`config.mk`:
```
export PLATFORM = sky130hd
export DESIGN_NAME = sr_latch_sequencer
export DESIGN_NICKNAME = d
export VERILOG_FILES = /design/src/rtl/sr_latch_sequencer.sv
export SDC_FILE = /design/constraint.sdc
export NUM_CORES = 1
export LEC_CHECK = 0
export ABC_AREA = 1
export CORE_UTILIZATION = 51
export CTS_CLUSTER_SIZE = 40
export DETAILED_ROUTE_END_ITERATION = 10
export GPL_TIMING_DRIVEN = 0
export PLACE_DENSITY = 0.84
export SETUP_SLACK_MARGIN = 0.4
export SLEW_MARGIN = 30
export SYNTH_ARGS = -nofsm -noshare
export SYNTH_HDL_FRONTEND = slang
export SYNTH_SLANG_ARGS = --single-unit
```
`constraint.sdc`:
```
create_clock -name clk -period 1.91 [get_ports clk]
set_input_delay 0.382 -clock clk [delete_from_list [all_inputs] [get_ports clk]]
set_output_delay 0.382 -clock clk [all_outputs]
set_load 0.05 [all_outputs]
```
`src/rtl/sr_latch_sequencer.sv`:
```
// Command sequencer for a bank of SR latches: pulses R or S on one latch,
// waits a settle interval, then verifies Q and counts mismatches.
//
// state     | meaning
// ----------+--------------------------------------------------------
// ST_IDLE   | ready for a command; NOP / bad select complete here
// ST_DRIVE  | one R or S bit high for PULSE_W cycles
// ST_SETTLE | all drives low for SETTLE cycles
// ST_CHECK  | compare q_in[sel] with expected value
module sr_latch_sequencer #(
   parameter int N       = 4,
   parameter int SEL_W   = 2,
   parameter int PULSE_W = 2,
   parameter int SETTLE  = 1
) (
   input  logic             clk,
   input  logic             rst,
   input  logic             cmd_valid,
   output logic             cmd_ready,
   input  logic [1:0]       cmd_op,
   input  logic [SEL_W-1:0] cmd_sel,
   output logic [N-1:0]     r_out,
   output logic [N-1:0]     s_out,
   input  logic [N-1:0]     q_in,
   output logic             busy,
   output logic             done,
   output logic             err,
   output logic [7:0]       err_cnt
);

   localparam logic [1:0] OP_NOP    = 2'b00;
   localparam logic [1:0] OP_SET    = 2'b01;
   localparam logic [1:0] OP_TOGGLE = 2'b11;

   localparam logic [3:0] PULSE_LAST  = 4'(PULSE_W - 1);
   localparam logic [3:0] SETTLE_LAST = 4'(SETTLE - 1);

   typedef enum logic [1:0] {
      ST_IDLE,
      ST_DRIVE,
      ST_SETTLE,
      ST_CHECK
   } state_t;

   state_t           state;
   logic [3:0]       cnt;
   logic [SEL_W-1:0] sel_q;
   logic             exp_q;

   logic             sel_ok;
   logic             drive_set;
   logic [N-1:0]     sel_hot;
   logic [7:0]       err_cnt_inc;
   logic             mismatch;

   assign sel_ok = int'(cmd_sel) < N;

   // TOGGLE becomes SET when the latch currently reads 0, RESET otherwise
   assign drive_set = (cmd_op == OP_SET) ||
                      ((cmd_op == OP_TOGGLE) && !q_in[cmd_sel]);

   assign err_cnt_inc = (err_cnt == 8'hFF) ? err_cnt : err_cnt + 8'd1;
   assign mismatch    = q_in[sel_q] != exp_q;

   always_comb begin
      sel_hot          = '0;
      sel_hot[cmd_sel] = 1'b1;
   end

   always_ff @(posedge clk) begin
      if (rst) begin
         state     <= ST_IDLE;
         cnt       <= '0;
         sel_q     <= '0;
         exp_q     <= 1'b0;
         r_out     <= '0;
         s_out     <= '0;
         cmd_ready <= 1'b1;
         busy      <= 1'b0;
         done      <= 1'b0;
         err       <= 1'b0;
         err_cnt   <= '0;
      end else begin
         done <= 1'b0;
         err  <= 1'b0;
         case (state)
            ST_IDLE: begin
               if (cmd_valid && cmd_ready) begin
                  sel_q <= cmd_sel;
                  if (cmd_op == OP_NOP) begin
                     done <= 1'b1;
                  end else if (!sel_ok) begin
                     done    <= 1'b1;
                     err     <= 1'b1;
                     err_cnt <= err_cnt_inc;
                  end else begin
                     exp_q     <= drive_set;
                     if (drive_set) s_out <= sel_hot;
                     else           r_out <= sel_hot;
                     cnt       <= PULSE_LAST;
                     state     <= ST_DRIVE;
                     cmd_ready <= 1'b0;
                     busy      <= 1'b1;
                  end
               end
            end
            ST_DRIVE: begin
               if (cnt == 4'd0) begin
                  r_out <= '0;
                  s_out <= '0;
                  if (SETTLE == 0) begin
                     state <= ST_CHECK;
                  end else begin
                     state <= ST_SETTLE;
                     cnt   <= SETTLE_LAST;
                  end
               end else begin
                  cnt <= cnt - 4'd1;
               end
            end
            ST_SETTLE: begin
               if (cnt == 4'd0) state <= ST_CHECK;
               else             cnt   <= cnt - 4'd1;
            end
            ST_CHECK: begin
               done      <= 1'b1;
               err       <= mismatch;
               if (mismatch) err_cnt <= err_cnt_inc;
               cmd_ready <= 1'b1;
               busy      <= 1'b0;
               state     <= ST_IDLE;
            end
            default: state <= ST_IDLE;
         endcase
      end
   end

endmodule

```
Word-level counts from Yosys, hierarchy flattened --
Index checks and enable logic that the tools add are counted.
Storage, ports and cells: bits in registers 29, input bits 11, output and inout port bits 20, word-level logic and storage cells 87
Operators by class: add/sub/neg operators 2, magnitude comparators 3, equal/unequal tests 14, mux-type cells 34, bitwise logic cells 3, reductions and logical operators 20
Operators with widths (number):
- $mux 4 | 11
- $pmux 4 s2 | 2
- $ne 2x2->1 const B | 7
- $pmux 4 s3 | 1
- $reduce_and 5->1 | 2
- $mux 1 | 9
- $reduce_and 3->1 | 3
- $add 8x1->8 const B | 1
- $eq 8x8->1 const B | 1
- $mux 2 | 4
- $pmux 2 s4 | 1
- $reduce_and 4->1 | 2
- $eq 2x2->1 const B | 3
- $lt 2x3->1 const B | 2
- $pmux 1 s2 | 3
- $bmux 1 s2 | 2
- $eq 2x1->1 const B | 2
- $logic_not 2->1 | 2
- $logic_not 4->1 | 1
- $reduce_bool 2->1 | 2
- $sub 4x1->4 const B | 1
- $logic_and 1x1->1 | 3
- $not 1->1 | 3
- $reduce_bool 3->1 | 1
- 7 further kinds | 7

Logic depth before layout (Yosys ltp) --
word-level depth 9, gate-level depth with buffers 10, mapped depth without buffers 10

Worst setup path after synthesis --
No wires, ideal clock.
path type reg-to-reg, from register err_cnt[0], to register err_cnt[2], library setup time 70 ps, arrival time 1623 ps, required time 1840 ps, path slack 217 ps, cell stages (with the launch flop) 8, path buffers 0, clock period less this slack 1693 ps, cell sequence dfxtp_1 > ha_1 > nand2_1 > nor2_1 > a21oi_2 > nand2_2 > nand2_1 > a21oi_1
Between the ends: cells in the longest elaborated chain, start to end 3, elaborated cells on any way between the ends 4, those cells by class add/sub: 1; eq/ne: 1; bitwise: 1; reduce/logical: 1
RTL lines:
- from (decl) | RTL line 28 | output logic [7:0] err_cnt
- from (signal assigned) | RTL line 95 | err_cnt <= err_cnt_inc;
- from (signal assigned) | RTL line 128 | if (mismatch) err_cnt <= err_cnt_inc;
- branches (longest 3 deep; another with $add 8x1->8)
Several ways; the timed one is not identified. A chain may end at the register's enable or synchronous reset.

Worst setup path in the final report --
from register state[0], to register s_out[0]
Between the ends: cells in the longest elaborated chain, start to end 3, elaborated cells on any way between the ends 9, those cells by class eq/ne: 5; mux: 1; reduce/logical: 3
RTL lines:
- from (decl) | RTL line 45 | state_t state;
- from (signal assigned) | RTL line 72 | state <= ST_IDLE;
- from (signal assigned) | RTL line 101 | state <= ST_DRIVE;
- from (signal assigned) | RTL line 112 | state <= ST_CHECK;
- $eq 2x1->1 or $logic_not 2->1 (tied branches) | RTL line 86 | case (state)
- $ne 2x2->1 (no line) or $reduce_bool 2->1 (tied branches)
- $reduce_and 5->1 (no line)
- to (signal assigned) | RTL line 98 | if (drive_set) s_out <= sel_hot;
- to (decl) | RTL line 23 | output logic [N-1:0] s_out,
Parallel ways exist; a longest one is shown, timed or not.

==> impl_results.md <==
- Run status: completed
- Comb pwr share: 0.616
- Flop pwr share: 0.271
- Met2 Use GR: 0.369
- Switching share of power: 0.497
- ANT cells: 0
- WHS Path Cells: 2
- Initial core utilization: 0.537
- Final Core Density: 0.749
- Global-route met3 utilization: 0.0637
- WS Path Type: flop to flop
- Least-Margin Pin Slew: 0.553 ns
- Initial antenna violation count: 0
- Max frequency: 631 MHz
- Share of layout cells above drive strength 1: 0.295
- Worst Path Required: 2.14 ns
- Min-Delay Endpoint: cnt[3]
- Final Max Tran Viols: 0
- Antenna-violating nets left: 0
- CP startpoint kind: flop
- Largest net degree at the start of global routing: 11
- Synthesized area: 1630 sq um
- Post-CTS Hold Buffers: 0
- GRT overflow: 0
- Avg Inst Size Synth: 6.89 sq um
- Layout Skew: 0.0111 ns
- Worst-path clk slew: 0.10 ns
- DRT Wirelength: 4280 um
- FF-to-FF path depth: 10
- Sequential-to-total area share from yosys stat: 0.357
- Fin crit share: 0.830
- FF+latch count, synth: 29
- WP data arrival: 1.82 ns
- MaxCap Viol Count: 0
- DRC: 0
- Skew-Pair Late Insertion Delay: 0.33 ns
- Placed cell count: 309
- Hold Violations, Final: 0
- Drt wl/cell: 13.0 um
- Mapped Cells: 236
- Ports: 31
- Worst R2R End: s_out[0]
- GRT Max-Usage Layer: met2
- P_int: 1.63 mW
- Crit. End Element: flop
- Die span in x: 58.5 um
- Rel. slew slack: 0.631
- Most numerous cell on the critical path: inv_4
- Num CTS Buffers: 5
- Core area: 3030 sq um
- Cell Count, Final, Fillers Out: 329
- RSZ-0062 raised after global routing: true
- NumNets Final: 303
- First-pass GRT wire length: 6150 um
- Maximum vdd drop: 0.808 mV
- Final setup violating endpoints: 0
- Vias in the first global route: 1420
- FP Rows: 20
- IO buf count: 29
- Slowest stage cell, crit path: dfxtp_4
- Layout filler cell count: 217
- 1st-pass router iterations: 4
- P_sw: 1.61 mW
- CTS tree: yes
- # clock sinks: 29
- Flop2flop setup slack: 0.32 ns
- Longest Clk Path Bufs: 2
- Met1 usage: 0.310
- Die height: 58.5 um
- Root buffer cell: clkbuf_4
- Crit path max fanout: 4
- Slowest stage delay, CP: 0.37 ns
- Via density per instance: 5.35
- Dpl hpwl: 2570 um
- Hold Crit Class: primary input to flop
- Critical R2R Launch: state[0]
- Syn_nets: 255
- Clock power share: 0.113
- HP Start: rst
- Crit path time final: 1.59 ns
- Power Density: 1430 nW/um^2
- First DRT Iteration DRCs: 128
- Htree depth: 2
- Die Area: 3420 sq um
- Yosys Warn Count: 0
- Area delta synth->final: 39.4%
- Worst path cell trace: inv_4 -> ha_4 -> inv_4 -> nor2_8 -> nand2_4 -> a21oi_4 -> buf_6 -> nand3_1 -> nand2_1 -> nor2_1
- Synth unique cells: 24
- RD Place Congestion: 0.828
- All-Layer GR Usage: 0.239
- Vias: 1759
- Pleak: 1.03 nW
==> worst max-delay path: cells and delay by family (launching register included) <==
kind,cells,cell delay (ns)
simple gates,5,0.47
fa+ha+maj,1,0.16
buf+inv,3,0.28
compound gates,1,0.20
flops,1,0.37
==> worst max path at each step <==
| stage | to | start | cells past startpoint | slack, ns |
|---|---|---|---|---|
| after floorplan | r_out[0] | state[0] | 10 | 0.40 |
| after global placement | r_out[1] | cmd_sel[0] | 10 | 0.004 |
| after detailed placement | r_out[3] | cmd_sel[0] | 10 | -0.06 |
| after CTS | err_cnt[0] | err_cnt[0] | 1 | 0.30 |
| after global routing | s_out[0] | state[0] | 10 | 0.29 |
| final | s_out[0] | state[0] | 10 | 0.32 |
==> state kept, by name, indices dropped and copies added, names as in the netlist <==
| register | cells |
|---|---|
| cnt | 4 |
| done | 1 |
| s_out | 4 |
| sel_q | 2 |
| exp_q | 1 |
| busy | 1 |
| state | 2 |
| cmd_ready | 1 |
| r_out | 4 |
| err | 1 |
| err_cnt | 8 |
==> per-stage QoR <==
step	power, mW	worst slack, ns	area, sq um	setup TNS, ns	hold slack (ns)
global placement	2.42	0.00418	1980	0	0.456
floorplan	2.06	0.401	1640	0	0.444
CTS	2.89	0.301	2120	0	0.416
detailed placement	2.44	-0.0578	1980	-0.169	0.461
finish	3.25	0.324	2270	0	0.417
global route	3.44	0.289	2270	0	0.428
==> area by class of cell <==
type                    count  area [sq um]  area share
inverters                  31           124      0.0546
repair buffers             41           405       0.179
clock inverters             2          10.0     0.00442
flip-flops and latches     29           598       0.264
well taps                  44          55.1      0.0243
plain buffers               5          27.5      0.0121
clock buffers               6          41.3      0.0182
multi-input cells         171          1010       0.444
==> what timing repair did <==
item / CTS / global route
setup buffers: 3 / 8
endpoints found under the setup margin: 38 / 26
gates resized for setup: 73 / 43
pin swaps: 5 / 7
cloned: 1 / 0
==> synthesized netlist by cell type, drive strengths merged <==
| cell type | instances | area share |
|---|---|---|
| buf | 1 | 0.0069 |
| xor2 | 5 | 0.027 |
| nand2 | 63 | 0.16 |
| ha | 8 | 0.062 |
| a31oi | 1 | 0.0038 |
| inv | 31 | 0.072 |
| nand3b | 1 | 0.0046 |
| nand4 | 2 | 0.0077 |
| nor3 | 2 | 0.0062 |
| a21oi | 27 | 0.092 |
| nor2 | 20 | 0.061 |
| nand3 | 29 | 0.092 |
| clkbuf | 4 | 0.0092 |
| a211oi | 1 | 0.0046 |
| o21ai | 12 | 0.037 |
| dfxtp | 29 | 0.36 |
==> cell families (layout without fill, tap and decap cells) <==
kind of cell,Yosys count,in the layout,share of synthesized area
compound gates,41,41,0.138
xor+xnor,5,5,0.0269
fa+ha+maj,8,8,0.0615
buf+inv,36,85,0.0877
flops,29,29,0.357
simple gates,117,117,0.329
==> power groups by stage <==
| stage | clock network (mW) | logic [mW] | registers [mW] |
|---|---|---|---|
| finish | 0.368 | 2.00 | 0.880 |
| floorplan | 0 | 0.877 | 1.18 |
| global route | 0.395 | 2.14 | 0.898 |
| CTS | 0.364 | 1.66 | 0.867 |
| detailed placement | 0 | 1.58 | 0.870 |
| global placement | 0 | 1.55 | 0.868 |
==> metal layers <==
| layer | wire length [um] | vias up |
|---|---|---|
| met2 | 2000 | 85 |
| met3 | 283 | 19 |
| met5 | 0 | - |
| met1 | 1810 | 799 |
| li1 | - | 856 |
| met4 | 178 | 0 |
==> cell usage in the layout (no fill, tap or decap), types with 3 or more instances in the layout <==
master and n:
buf_2 3, a21oi_1 23, clkbuf_4 5, nand3_1 23, ha_1 7, dfxtp_1 21
inv_4 3, xor2_1 5, nor2_1 16, inv_2 9, inv_1 19, o21ai_0 10
dlymetal6s2s_1 3, nand2_4 5, dfxtp_4 3, buf_6 6, dfxtp_2 5, buf_4 7
clkdlybuf4s15_2 16, clkdlybuf4s50_1 5, nand3_2 4, nand2_1 55, nand2_2 3, clkbuf_1 4
(Power assumes the default switching activity.)
